File: src/rtl/attractor_classifier_if.sv
// -----------------------------------------------------------------------------
// attractor_classifier_if
//   Bundles the trajectory input and classification result signals of
//   attractor_classifier.
//   master : drives start / x_in, observes the result (testbench or upstream).
//   slave  : the classifier itself.
//   Optional min_state result is present only when ATTR_MIN_STATE_EN is defined.
// -----------------------------------------------------------------------------
interface attractor_classifier_if #(
   parameter int DEPTH = 16,
   parameter int W     = 8
);
   localparam int CW = $clog2(DEPTH) + 1;

   logic          start;
   logic [W-1:0]  x_in;
   logic          busy;
   logic          done;
   logic          is_fixed;
   logic          is_cycle;
   logic          overflow;
   logic [CW-1:0] period;
   logic [CW-1:0] transient;
   logic [W-1:0]  entry;
`ifdef ATTR_MIN_STATE_EN
   logic [W-1:0]  min_state;
`endif

   modport master (
      output start, x_in,
      input  busy, done, is_fixed, is_cycle, overflow, period, transient, entry
`ifdef ATTR_MIN_STATE_EN
      , input min_state
`endif
   );

   modport slave (
      input  start, x_in,
      output busy, done, is_fixed, is_cycle, overflow, period, transient, entry
`ifdef ATTR_MIN_STATE_EN
      , output min_state
`endif
   );
endinterface

File: src/rtl/attractor_classifier.sv
// -----------------------------------------------------------------------------
// attractor_classifier
//   Records a state trajectory (one W-bit state per clock) and detects the
//   first repeated state. Reports the attractor period, the transient length
//   and the entry state, or overflow when DEPTH distinct states are seen.
//
//   Ports:
//     clk  - single clock, rising edge
//     rst  - asynchronous, active-high reset
//     bus  - attractor_classifier_if.slave
//            start/x_in in; busy, done, is_fixed, is_cycle, overflow,
//            period, transient, entry (and min_state) out, all registered.
//
//   Optional feature macro: ATTR_MIN_STATE_EN
//     Adds min_state = minimum of the states on the attractor cycle
//     (hist[j..count-1]) as a canonical attractor ID, same timing as entry.
// -----------------------------------------------------------------------------
module attractor_classifier #(
   parameter int DEPTH = 16,
   parameter int W     = 8
) (
   input  logic                   clk,
   input  logic                   rst,
   attractor_classifier_if.slave  bus
);

   localparam int CW = $clog2(DEPTH) + 1;   // count/period/transient width
   localparam int IW = $clog2(DEPTH);       // history index width

   typedef enum logic [1:0] {
      S_IDLE    = 2'd0,
      S_COLLECT = 2'd1,
      S_DONE    = 2'd2
   } state_t;

   state_t        state_q,     state_d;
   logic [CW-1:0] count_q,     count_d;
   logic          busy_q,      busy_d;
   logic          done_q,      done_d;
   logic          is_fixed_q,  is_fixed_d;
   logic          is_cycle_q,  is_cycle_d;
   logic          overflow_q,  overflow_d;
   logic [CW-1:0] period_q,    period_d;
   logic [CW-1:0] transient_q, transient_d;
   logic [W-1:0]  entry_q,     entry_d;
`ifdef ATTR_MIN_STATE_EN
   logic [W-1:0]  min_state_q, min_state_d;
   logic [W-1:0]  cycle_min;
`endif

   // History buffer is deliberately not reset: only indices below count
   // ever take part in a comparison.
   logic [W-1:0]  hist_q [DEPTH];
   logic          hist_we;
   logic [IW-1:0] hist_wr_idx;

   logic [DEPTH-1:0] match_vec;
   logic             match_any;
   logic [IW-1:0]    match_idx;
   logic [CW-1:0]    period_calc;

   // Parallel compare of x_in against every valid history entry.
   always_comb begin
      match_vec = '0;
      for (int k = 0; k < DEPTH; k++) begin
         if ((CW'(k) < count_q) && (hist_q[k] == bus.x_in)) begin
            match_vec[k] = 1'b1;
         end else begin
            match_vec[k] = 1'b0;
         end
      end
   end

   // Priority encoder: scanning downward leaves the lowest matching index.
   always_comb begin
      match_any = 1'b0;
      match_idx = '0;
      for (int k = DEPTH - 1; k >= 0; k--) begin
         if (match_vec[k]) begin
            match_any = 1'b1;
            match_idx = IW'(k);
         end else begin
            match_idx = match_idx;
         end
      end
      period_calc = count_q - {1'b0, match_idx};
   end

`ifdef ATTR_MIN_STATE_EN
   // Minimum over the cycle portion hist[match_idx..count-1]; computed in the
   // same cycle as the match so the result lands with entry.
   always_comb begin
      cycle_min = {W{1'b1}};
      for (int k = 0; k < DEPTH; k++) begin
         if ((CW'(k) >= {1'b0, match_idx}) && (CW'(k) < count_q) &&
             (hist_q[k] < cycle_min)) begin
            cycle_min = hist_q[k];
         end else begin
            cycle_min = cycle_min;
         end
      end
   end
`endif

   // Next-state and next-output computation for the classifier FSM.
   always_comb begin
      state_d     = state_q;
      count_d     = count_q;
      busy_d      = busy_q;
      done_d      = 1'b0;
      is_fixed_d  = is_fixed_q;
      is_cycle_d  = is_cycle_q;
      overflow_d  = overflow_q;
      period_d    = period_q;
      transient_d = transient_q;
      entry_d     = entry_q;
`ifdef ATTR_MIN_STATE_EN
      min_state_d = min_state_q;
`endif
      hist_we     = 1'b0;
      hist_wr_idx = '0;

      case (state_q)
         S_IDLE, S_DONE: begin
            if (bus.start) begin
               hist_we     = 1'b1;
               hist_wr_idx = '0;
               count_d     = CW'(1);
               busy_d      = 1'b1;
               is_fixed_d  = 1'b0;
               is_cycle_d  = 1'b0;
               overflow_d  = 1'b0;
               period_d    = '0;
               transient_d = '0;
               entry_d     = '0;
`ifdef ATTR_MIN_STATE_EN
               min_state_d = '0;
`endif
               state_d     = S_COLLECT;
            end else begin
               busy_d      = 1'b0;
            end
         end

         // start is intentionally ignored here, including on the done edge.
         S_COLLECT: begin
            if (match_any) begin
               period_d    = period_calc;
               transient_d = {1'b0, match_idx};
               entry_d     = hist_q[match_idx];
               is_fixed_d  = (period_calc == CW'(1));
               is_cycle_d  = (period_calc > CW'(1));
`ifdef ATTR_MIN_STATE_EN
               min_state_d = cycle_min;
`endif
               done_d      = 1'b1;
               busy_d      = 1'b0;
               state_d     = S_DONE;
            end else if (count_q < CW'(DEPTH)) begin
               hist_we     = 1'b1;
               hist_wr_idx = count_q[IW-1:0];
               count_d     = count_q + CW'(1);
            end else begin
               overflow_d  = 1'b1;
               period_d    = '0;
               transient_d = '0;
               entry_d     = '0;
               is_fixed_d  = 1'b0;
               is_cycle_d  = 1'b0;
`ifdef ATTR_MIN_STATE_EN
               min_state_d = '0;
`endif
               done_d      = 1'b1;
               busy_d      = 1'b0;
               state_d     = S_DONE;
            end
         end

         default: begin
            state_d = S_IDLE;
            busy_d  = 1'b0;
         end
      endcase
   end

   // FSM state, counter and registered result outputs.
   always_ff @(posedge clk or posedge rst) begin
      if (rst) begin
         state_q     <= S_IDLE;
         count_q     <= '0;
         busy_q      <= 1'b0;
         done_q      <= 1'b0;
         is_fixed_q  <= 1'b0;
         is_cycle_q  <= 1'b0;
         overflow_q  <= 1'b0;
         period_q    <= '0;
         transient_q <= '0;
         entry_q     <= '0;
`ifdef ATTR_MIN_STATE_EN
         min_state_q <= '0;
`endif
      end else begin
         state_q     <= state_d;
         count_q     <= count_d;
         busy_q      <= busy_d;
         done_q      <= done_d;
         is_fixed_q  <= is_fixed_d;
         is_cycle_q  <= is_cycle_d;
         overflow_q  <= overflow_d;
         period_q    <= period_d;
         transient_q <= transient_d;
         entry_q     <= entry_d;
`ifdef ATTR_MIN_STATE_EN
         min_state_q <= min_state_d;
`endif
      end
   end

   // History write port.
   always_ff @(posedge clk) begin
      if (hist_we) begin
         hist_q[hist_wr_idx] <= bus.x_in;
      end
   end

   assign bus.busy      = busy_q;
   assign bus.done      = done_q;
   assign bus.is_fixed  = is_fixed_q;
   assign bus.is_cycle  = is_cycle_q;
   assign bus.overflow  = overflow_q;
   assign bus.period    = period_q;
   assign bus.transient = transient_q;
   assign bus.entry     = entry_q;
`ifdef ATTR_MIN_STATE_EN
   assign bus.min_state = min_state_q;
`endif

endmodule

File: src/flat_wrapper.sv
// flat-port wrapper written by rule: the top's interface ports become plain ports
module attractor_classifier_flat 
#(
   parameter int DEPTH = 16,
   parameter int W     = 8
)
  (clk, rst, bus_start, bus_x_in, bus_busy, bus_done, bus_is_fixed, bus_is_cycle, bus_overflow, bus_period, bus_transient, bus_entry);
  attractor_classifier_if #(.DEPTH(DEPTH), .W(W)) bus_i ();
  input  logic clk;
  input  logic rst;
  input wire logic [$bits(bus_i.start)-1:0] bus_start;
  input wire logic [$bits(bus_i.x_in)-1:0] bus_x_in;
  output wire logic [$bits(bus_i.busy)-1:0] bus_busy;
  output wire logic [$bits(bus_i.done)-1:0] bus_done;
  output wire logic [$bits(bus_i.is_fixed)-1:0] bus_is_fixed;
  output wire logic [$bits(bus_i.is_cycle)-1:0] bus_is_cycle;
  output wire logic [$bits(bus_i.overflow)-1:0] bus_overflow;
  output wire logic [$bits(bus_i.period)-1:0] bus_period;
  output wire logic [$bits(bus_i.transient)-1:0] bus_transient;
  output wire logic [$bits(bus_i.entry)-1:0] bus_entry;
  assign bus_i.start = bus_start;
  assign bus_i.x_in = bus_x_in;
  assign bus_busy = bus_i.busy;
  assign bus_done = bus_i.done;
  assign bus_is_fixed = bus_i.is_fixed;
  assign bus_is_cycle = bus_i.is_cycle;
  assign bus_overflow = bus_i.overflow;
  assign bus_period = bus_i.period;
  assign bus_transient = bus_i.transient;
  assign bus_entry = bus_i.entry;
  attractor_classifier #(.DEPTH(DEPTH), .W(W)) u_core (.clk(clk), .rst(rst), .bus(bus_i));
endmodule
File: config.mk
export PLATFORM = sky130hd
export DESIGN_NAME = attractor_classifier_flat
export DESIGN_NICKNAME = d
export VERILOG_FILES = /design/src/rtl/attractor_classifier_if.sv /design/src/rtl/attractor_classifier.sv /design/src/flat_wrapper.sv
export SDC_FILE = /design/constraint.sdc
export NUM_CORES = 1
export LEC_CHECK = 0
export BUFFER_PORTS_ARGS = -buffer_cell sky130_fd_sc_hd__buf_2
export CAP_MARGIN = 20
export CELL_PAD_IN_SITES_DETAIL_PLACEMENT = 1
export CELL_PAD_IN_SITES_GLOBAL_PLACEMENT = 1
export CORE_MARGIN = 3
export CORE_UTILIZATION = 52
export CTS_BUF_LIST = sky130_fd_sc_hd__clkbuf_16
export DETAILED_ROUTE_END_ITERATION = 6
export GPL_TIMING_DRIVEN = 0
export PLACE_DENSITY_LB_ADDON = 0.1
export SLEW_MARGIN = 20
export SYNTH_ARGS = -nofsm -noshare
export SYNTH_HDL_FRONTEND = slang
export SYNTH_SLANG_ARGS = --single-unit
export TNS_END_PERCENT = 50
File: constraint.sdc
create_clock -name clk -period 3.9 [get_ports clk]
set_input_delay 0.195 -clock clk [delete_from_list [all_inputs] [get_ports clk]]
set_output_delay 0.195 -clock clk [all_outputs]
set_load 0.1 [all_outputs]
==> results of run 1 <==
## kinds of logic after synthesis
family / after synthesis / synth area share
AOI/OAI and AO/OA: 82 / 0.07537
xor gates and xnor gates: 131 / 0.1322
adders and majority gates: 6 / 0.009512
buffers and inverters: 47 / 0.04568
DFF: 157 / 0.5263
muxes: 78 / 0.09209
other: 1 / 0.0004319
and+or+nand+nor: 182 / 0.1185
## per-layer routing
metal	wire length, um	up-vias	share of wire
met4	1185	0	0.044
met1	10940	3076	0.40
met3	1918	78	0.071
met5	0	-	0
met2	13130	295	0.48
li1	-	2640	-
## metrics by stage
step | util | hold slack [ns] | power, mW | worst slack, ns
final | 0.6139 | 0.09004 | 6.004 | 0.01864
after global routing | 0.6139 | 0.1083 | 6.223 | -0.1299
after CTS | 0.6054 | 0.08833 | 5.895 | 0.008640
after detailed placement | 0.5658 | 0.3574 | 4.273 | -0.5932
after global placement | 0.5655 | 0.4575 | 4.208 | -0.4312
after floorplan | - | 0.2731 | 3.705 | 0.4889
## report_power, final
group,internal (mW),switching [mW]
clock network,0.878,0.679
logic,0.611,1.51
registers,2.13,0.194
total,3.62,2.38
## area by class of cell
type	count	area, sq um	share of cell area
flip-flops and latches	157	4574	0.4624
multi-input cells	480	3839	0.3880
clock buffers	19	475.5	0.04806
plain buffers	36	371.6	0.03756
well taps	216	270.3	0.02732
repair buffers	43	255.2	0.02580
clock inverters	13	70.07	0.007082
inverters	10	37.54	0.003794
## registers in the layout (all words and copies together), names as in the netlist, 2 cells and up
| signal | flops |
|---|---|
| u_core.state_q | 2 |
| u_core.count_q | 5 |
| u_core.bus.transient | 4 |
| u_core.bus.entry | 8 |
| u_core.hist_q | 128 |
| u_core.bus.period | 5 |
## path summary, 6_finish.rpt
kind	start	endpoint	slack [ns]	cells after the start
min in group asynchronous	rst	u_core.bus.transient[3]	0.42	3
max in group asynchronous	rst	u_core.count_q[3]	2.97	3
min reg2reg	u_core.bus.transient[3]	u_core.bus.transient[3]	0.47	2
min	bus_start	u_core.state_q[1]	0.09	3
max	u_core.count_q[1]	u_core.hist_q[13][1]	0.02	10
max reg2reg	u_core.count_q[1]	u_core.hist_q[13][1]	0.02	10
## cells in the mapped netlist (all sizes together) (15+ instances only)
cell type and n:
dfrtp 29, xor2 44, mux2 15, edfxtp 128, nand2 53, mux2i 63
xnor2 87, nand4 21, buf 35, a21oi 18, nor4 17, nor2 36
## worst max-delay path, delay by kind of cell, from the launching register on
family | cells | cell delay [ns]
buffers and inverters | 1 | 0.15
AND/OR/NAND/NOR | 8 | 2.77
flip-flops | 1 | 0.42
AO/OA/AOI/OAI | 1 | 0.16
## repair_timing
item                                    CTS  global route
pin swaps                                 3             3
hold buffers                              1             0
hold endpoints to repair                 29             0
setup buffers                             3             7
endpoints found under the setup margin   64            83
cloned                                    0             0
resized for setup                        17            24
==> results.cfg, run 1 <==
[global_route]
grt_pass1_vias = 6547
antenna_found_initial = 0
grt_first_pass_wirelength_um = 40220
groute.layer.met3.usage = 0.06241
global_route.usage.met1 = 0.3903
grt_use_met2 = 0.5008
grt.busiest_layer = met2
grt_max_degree = 30
grt_overflow = 0
track_usage = 0.3057

[detailed_routing]
vias_per_cell = 6.252
drt_iter0_markers = 616
vias = 6089
dr.pass1.iters = 5
ant_nets = 0
drc = 0
post_drt_wl_per_cell_um = 27.90
wl_um = 27180

[cells_and_area]
antenna_cells = 0
final_common_cell = edfxtp_1
final_cells = 974
area_growth_pct = 13.95
fill_cells = 1575
finalNetCount = 762
drive_above_1_share = 0.2441
final_area_sq_mm = 0.009893
final_cell_mix = edfxtp_1 (128), xnor2_1 (84), mux2i_1 (63)

[cts]
clk_latency_ns = 0.44
cts_tree = yes
cts_buffers = 17
clk_path_buf_depth = 2
clock-sinks = 157
clk_pin_slew_ns = 0.06
cts_root_buffer = clkbuf_16
htreeDepth = 4

[sta]
timing.final.crit_share = 0.9952
hold_viol = 0
tightest_slew_ns = 0.9517
max_freq_ghz = 0.2576
setup_viol = 0
finalCriticalPeriod_ns = 3.881
final_max_slew_viol_count = 0
max-slew-margin-rel = 0.3632
final.setup.tns_ns = 0
clock_skew_ns = 0.01255
rsz0062_at_grt = yes

[logic_synthesis]
synthesis.instances = 684
synth_nets = 701
synthArstFlopShare = 0.1847
synth_edf_count = 128
seq_area_frac_synth = 0.5263
yosys_warnings = 0
synth.area.top_cells = edfxtp_1 (44%), xnor2_1 (8.8%), dfrtp_1 (8.4%), mux2i_1 (7.3%), xor2_1 (4.4%)
syn_area_sq_mm = 0.008682
synth_ff_type = edfxtp_1
synth_top_area_share = 0.4427
avgSynthCellArea_sq_um = 12.69
synth-seq-cells = 157
synth_top_area_cell = edfxtp_1
ys_types = 71

[worst_setup_path]
cp_slowest_cell = or4b_4
worst-path-max-fanout = 10
crit_path_cell_trace = buf_6 -> nor2_1 -> o21ai_1 -> and4_1 -> or4b_4 -> nor2_4 -> nand2_2 -> nor3_4 -> nand3_1 -> nor2_2
crit_required_ns = 3.97
critPathKind = register to register
critical_path_arrival_ns = 3.95
end_kind = register
max_stage_delay_ns = 0.58
cp-start-kind = register

[outcome]
status = complete, no violations

[power_and_ir_drop]
max-vdd-ir-drop_uv = 413.6
p_leak_nw = 3.723
p_per_area_mw_per_mm2 = 606.9

[placed_design]
io_buffers = 32
dpl-instance-area_sq_mm = 0.009117
place_hpwl_um = 18940
globalplace.congestion = 0.9385
dpl.cell_count = 932

[hold_path]
hold_class = input port to register

[die]
dieArea_sq_mm = 0.01828
std_cell_rows = 46
die_h_um = 135.2
coreArea_sq_mm = 0.01612
initial_core_util = 0.5387
ios = 34
die_w_um = 135.2

[job]
drv_cap = 0
(Power assumes the default switching activity.)
==> inputs of run 2 (changes only) <==
- ABC_AREA: default -> 1
- CORE_UTILIZATION: 52 -> 48
==> results.cfg, run 2 <==
[outcome]
status = complete, no violations

[logic_synthesis]
ys_types = 49
synth_top_family_by_area = simple AND/OR/NAND/NOR gates
synthArstFlopShare = 0.1847
synth_nets = 996
avgSynthCellArea_sq_um = 9.036
synth_ff_type = edfxtp_1
synth_compound_area_frac = 0.03409
synth_top_area_share = 0.4345
seq_area_frac_synth = 0.5165
synth_mux_area_frac = 0
synth_xor_area_frac = 0.07129
synth.most_common_cell = nand3_1
synthSimpleGateAreaFrac = 0.3011
synth.area.top_cells = edfxtp_1 (43%), nand3_1 (12%), nand2_1 (8.7%), dfrtp_1 (8.2%), xor2_1 (5.0%)
syn_area_sq_mm = 0.008846
synth_edf_count = 128
synthAdderAreaFrac = 0.009335
synth-seq-cells = 157
ys_top_cells_by_count = nand3_1 (212), nand2_1 (205), edfxtp_1 (128)
synthesis.instances = 979
synth_top_area_cell = edfxtp_1
yosys_warnings = 0

[hold_path]
hold_class = input port to register
hold_depth = 2
hold_end = u_core.state_q[1]
min_from = bus_start

[global_route]
track_usage = 0.3404
grt_first_pass_wirelength_um = 49740
grt_overflow = 0
antenna_found_initial = 0
grt_use_met2 = 0.5532
groute.layer.met3.usage = 0.08123
global_route.usage.met1 = 0.4388
grt_max_degree = 30
grt_pass1_vias = 8205
grt.busiest_layer = met2

[cells_and_area]
final_area_sq_mm = 0.01036
largest_reg_flops = 128
final_cell_mix = nand3_1 (210), nand2_1 (192), edfxtp_1 (128)
final_common_cell = nand3_1
drive_above_1_share = 0.2095
antenna_cells = 0
area_growth_pct = 17.14
finalNetCount = 1073
largest-register = u_core.hist_q

[worst_setup_path]
cp-start-kind = register
timing.rr.end = u_core.hist_q[15][7]
ff2ff_setup_slack_ns = 0.04
critical_path_arrival_ns = 3.92
worst-path-max-fanout = 8
critPathKind = register to register
rr_worst_depth = 17
crit_required_ns = 3.96
timing.rr.start = u_core.count_q[4]
end_kind = register

[cts]
cts_tree = yes
clk_path_buf_depth = 2
cts_root_buffer = clkbuf_16
clk_latency_ns = 0.44
cts_buffers = 17
clock-sinks = 157
htreeDepth = 4
clk_pin_slew_ns = 0.07

[detailed_routing]
dr.pass1.iters = 5
ant_nets = 0
post_drt_wl_per_cell_um = 26.36
wl_um = 34210
vias = 8056
drc = 0
drt_iter0_markers = 940
vias_per_cell = 6.206

[power_and_ir_drop]
comb_power_share = 0.364
p_sw_mw = 2.786
p_leak_nw = 4.338
max-vdd-ir-drop_uv = 453.2
power.internal_mw = 3.868
p_sw_frac = 0.4187
p_per_area_mw_per_mm2 = 642.1
seq_power_share = 0.365
power.share.clock = 0.271

[sta]
setup_viol = 0
finalCriticalPeriod_ns = 3.859
max_freq_ghz = 0.2592
rsz0062_at_grt = yes
final.setup.tns_ns = 0
timing.final.crit_share = 0.9894
clock_skew_ns = 0.01260
hold_viol = 0
tightest_slew_ns = 0.8825
max-slew-margin-rel = 0.4095
final_max_slew_viol_count = 0
fin_hold_ws_ns = 0.07474

[die]
ios = 34
die_h_um = 141.8
std_cell_rows = 49
coreArea_sq_mm = 0.01802
dieArea_sq_mm = 0.02009
die_w_um = 141.8
initial_core_util = 0.4908

[job]
drv_cap = 0

[placed_design]
io_buffers = 32
globalplace.congestion = 0.9524
dpl-instance-area_sq_mm = 0.009298
place_hpwl_um = 23150
-- run 2: cell types whose count changed after synthesis, moves of 13 or more --
cell	before	now
nand2_1	51	205
nor2_1	33	78
inv_1	7	55
nand3_1	13	212
inv_2	3	16
mux2i_1	63	0
or2_2	0	14
mux2_2	15	0
xnor2_1	87	22
-- run 2: power groups by stage --
stage          combinational (mW)  sequential [mW]  clock [mW]
2_1_floorplan                1.04             2.90           0
3_3_place_gp                 2.08             2.44           0
3_5_place_dp                 2.14             2.45           0
4_1_cts                      2.28             2.41        1.79
5_1_grt                      2.58             2.45        1.87
6_report                     2.42             2.43        1.80
-- run 2: logic make-up (layout without fill, tap and decap cells) --
logic type               after synthesis  after routing
AO/OA/AOI/OAI                         46             46
buffers and inverters                120            210
other                                  1              1
XOR/XNOR                              72             72
AND/OR/NAND/NOR                      577            577
adder cells (fa/ha/maj)                6              6
flip-flops                           157            157
-- run 2: layer usage --
metal  vias up  part of all wire
met1      4019              0.39
met5         -                 0
li1       3507                 -
met2       427              0.47
met3       103             0.092
met4         0             0.041
-- run 2: worst max-delay path, cell delays in order (launching register included) --
cell and delay [ns]:
dfrtp_2 0.42, inv_4 0.18, nand2_2 0.10, nor2_2 0.18, nand2_1 0.08, clkinv_1 0.07, nand2_1 0.14, nand3_1 0.12
nor4_1 0.06, a31oi_2 0.28, nand2_1 0.11, nor2_2 0.17, inv_1 0.11, nor3_2 0.23, nand2_1 0.19, inv_2 0.17
nand2_1 0.15, nor2_1 0.70
-- run 2: layout make-up --
| cell class | count | area, sq um |
|---|---|---|
| clock inverter | 12 | 130.1 |
| buffer | 44 | 311.5 |
| multi-input combinational | 702 | 3870 |
| timing repair buffer | 61 | 400.4 |
| sequential | 157 | 4576 |
| tap | 229 | 286.5 |
| clock buffer | 20 | 500.5 |
| inverter | 73 | 287.8 |
| fill | 2083 | 7662 |
-- run 2: stage by stage --
step           worst slack, ns  utilization  instances  total power [mW]
6_report               0.04142       0.5749       1298             6.654
5_1_grt                -0.1264       0.5749       1298             6.893
4_1_cts               -0.09508       0.5612       1284             6.486
3_5_place_dp           -0.7623       0.5158       1240             4.583
3_3_place_gp           -0.5823       0.5155       1240             4.518
2_1_floorplan           0.6512            -        979             3.939
-- run 2: worst max-delay path by stage --
stage / startpoint / endpoint / slack (ns) / cells past startpoint
after floorplan: u_core.count_q[3] / u_core.bus.is_cycle / 0.65 / 31
after global placement: bus_x_in[3] / u_core.bus.is_cycle / -0.58 / 23
after detailed placement: bus_x_in[6] / u_core.bus.is_cycle / -0.76 / 29
after CTS: u_core.count_q[4] / u_core.bus.is_cycle / -0.1 / 31
after global routing: u_core.count_q[4] / u_core.hist_q[15][6] / -0.13 / 17
final: u_core.count_q[4] / u_core.hist_q[15][7] / 0.04 / 17
-- run 2: what timing repair did --
| item | CTS | global route |
|---|---|---|
| buffers inserted | 11 | 17 |
| hold buffers | 1 | 0 |
| pin swaps | 2 | 15 |
| endpoints found under the setup margin | 54 | 103 |
| gates resized for setup | 33 | 41 |
| hold endpoints to repair | 29 | 0 |
==> inputs of run 3 (changes only) <==
- RECOVER_POWER: default -> 50
- REMOVE_ABC_BUFFERS: default -> 1
==> results.cfg, run 3 (synthesis results as in run 2) <==
[sta]
final.setup.tns_ns = 0
clock_skew_ns = 0.01042
fin_hold_ws_ns = 0.04993
rsz0062_at_grt = yes
tightest_slew_ns = 1.158
hold_viol = 0
max-slew-margin-rel = 0.2273
setup_viol = 0
timing.final.crit_share = 0.9900
fin_ws_ns = 0.03917
final_max_slew_viol_count = 0
max_freq_ghz = 0.2590
finalCriticalPeriod_ns = 3.861

[job]
drv_cap = 0

[cells_and_area]
drive_above_1_share = 0.1719
finalNetCount = 1028
area_growth_pct = 15.23
final_common_cell = nand3_1
final_area_sq_mm = 0.01019
largest_reg_flops = 128
largest-register = u_core.hist_q
final_cell_mix = nand3_1 (209), nand2_1 (199), edfxtp_1 (128)
antenna_cells = 0
fill_cells = 2106

[detailed_routing]
drc = 0
vias_per_cell = 6.088
drt_iter0_markers = 754
dr.pass1.iters = 5
post_drt_wl_per_cell_um = 24.44
ant_nets = 0
wl_um = 30620
vias = 7628

[worst_setup_path]
path_buf_inv = 6
ff2ff_setup_slack_ns = 0.04
timing.rr.end = u_core.hist_q[5][7]
cp-start-kind = register
cp_common_cell = nand2_1
rr_worst_depth = 18
end_kind = register
crit_path_cell_trace = inv_6 -> nand2_8 -> nor2_4 -> inv_2 -> nor2_2 -> inv_1 -> o211ai_4 -> buf_16 -> nand2_1 -> inv_2 -> nand2_1 -> nor2_1 -> inv_2 -> nor3_2 -> nand2_1 -> nor2_1 -> nand2_1 -> nor2_2
cp_slowest_cell = nor2_2
worst-path-max-fanout = 16
timing.rr.start = u_core.count_q[4]
max_stage_delay_ns = 0.49
crit_required_ns = 3.98
critPathKind = register to register
critical_path_arrival_ns = 3.94
cp_top_family = simple AND/OR/NAND/NOR gates

[power_and_ir_drop]
p_sw_frac = 0.4171
max-vdd-ir-drop_uv = 532.0
power.internal_mw = 3.847
power.share.clock = 0.278
p_leak_nw = 4.177
p_sw_mw = 2.752
seq_power_share = 0.366
totalPowerFinal_mw = 6.599
p_per_area_mw_per_mm2 = 647.3
comb_power_share = 0.356

[hold_path]
hold_class = input port to register
hold_end = u_core.state_q[1]
min_from = bus_start
hold_depth = 2

[global_route]
antenna_found_initial = 0
grt_pass1_vias = 7900
grt_overflow = 0
grt_first_pass_wirelength_um = 46270
track_usage = 0.3085
grt_max_degree = 36

[die]
die_h_um = 141.8
ios = 34
std_cell_rows = 49
coreArea_sq_mm = 0.01802
dieArea_sq_mm = 0.02009
initial_core_util = 0.4908
die_w_um = 141.8

[placed_design]
globalplace.congestion = 0.8724
io_buffers = 32
dp_slack_ns = -1.932
place_hpwl_um = 19130
dpl-instance-area_sq_mm = 0.009114

[cts]
clk_path_buf_depth = 2
clk_latency_ns = 0.44
clock-sinks = 157
cts_buffers = 17
cts_root_buffer = clkbuf_16
clk_pin_slew_ns = 0.07
htreeDepth = 4
cts_tree = yes

[outcome]
status = complete, no violations
## run 3: changes by cell type in the layout (fill, tap and decap cells not counted), sizes merged
cell and delta:
buf -43, bufinv +2, clkbuf -9, clkinv +1, nand2 +4
## run 3: how the worst max path moves through the flow
stage	start	endpoint	slack, ns	cells after the start
final	u_core.count_q[4]	u_core.hist_q[5][7]	0.04	18
after global routing	u_core.count_q[4]	u_core.hist_q[5][7]	-0.13	17
after CTS	u_core.count_q[3]	u_core.bus.is_cycle	-0.01	27
after detailed placement	bus_x_in[1]	u_core.bus.is_cycle	-1.93	30
after global placement	u_core.count_q[4]	u_core.bus.is_cycle	-4.18	17
after floorplan	u_core.count_q[3]	u_core.bus.is_cycle	-1.16	17
## run 3: what timing repair did
item,CTS,global route
hold buffers,1,0
hold endpoints to repair,29,0
pin swaps,5,5
resized for setup,42,25
endpoints found under the setup margin,144,92
buffers inserted,13,6
gates cloned,4,0
## run 3: worst reg2reg max path: cells and delay by family, from the launching register on
family | cells | cell delay, ns
compound gates | 1 | 0.24
buf+inv | 6 | 0.71
simple gates | 11 | 2.09
flops | 1 | 0.46
## run 3: final cells by class
cell class	instances	area, sq um	area share
inverter	73	295.3	0.02897
timing repair buffer	56	462.9	0.04542
multi-input combinational	706	3935	0.3860
clock inverter	15	212.7	0.02087
sequential	157	4576	0.4489
clock buffer	17	425.4	0.04173
tap	229	286.5	0.02811
## run 3: per-stage QoR
stage / util / cells
6_report: 0.5655 / 1253
4_1_cts: 0.5582 / 1247
3_3_place_gp: 0.4978 / 1193
5_1_grt: 0.5655 / 1253
2_1_floorplan: - / 932
3_5_place_dp: 0.5056 / 1197
## run 3: power by group through the flow
| stage | Clock [mW] | Sequential [mW] | Combinational, mW |
|---|---|---|---|
| 2_1_floorplan | 0 | 2.90 | 0.984 |
| 3_3_place_gp | 0 | 2.44 | 2.00 |
| 3_5_place_dp | 0 | 2.45 | 2.07 |
| 4_1_cts | 1.84 | 2.40 | 2.27 |
| 5_1_grt | 1.91 | 2.45 | 2.50 |
| 6_report | 1.83 | 2.42 | 2.35 |
## run 3: routing by layer
| layer | up-vias | part of all wire | global-route usage |
|---|---|---|---|
| li1 | 3419 | - | - |
| met1 | 3850 | 0.41 | 0.4059 |
| met2 | 304 | 0.49 | 0.5100 |
| met3 | 55 | 0.068 | 0.06100 |
| met4 | 0 | 0.027 | 0.1096 |
| met5 | - | 0 | 0 |
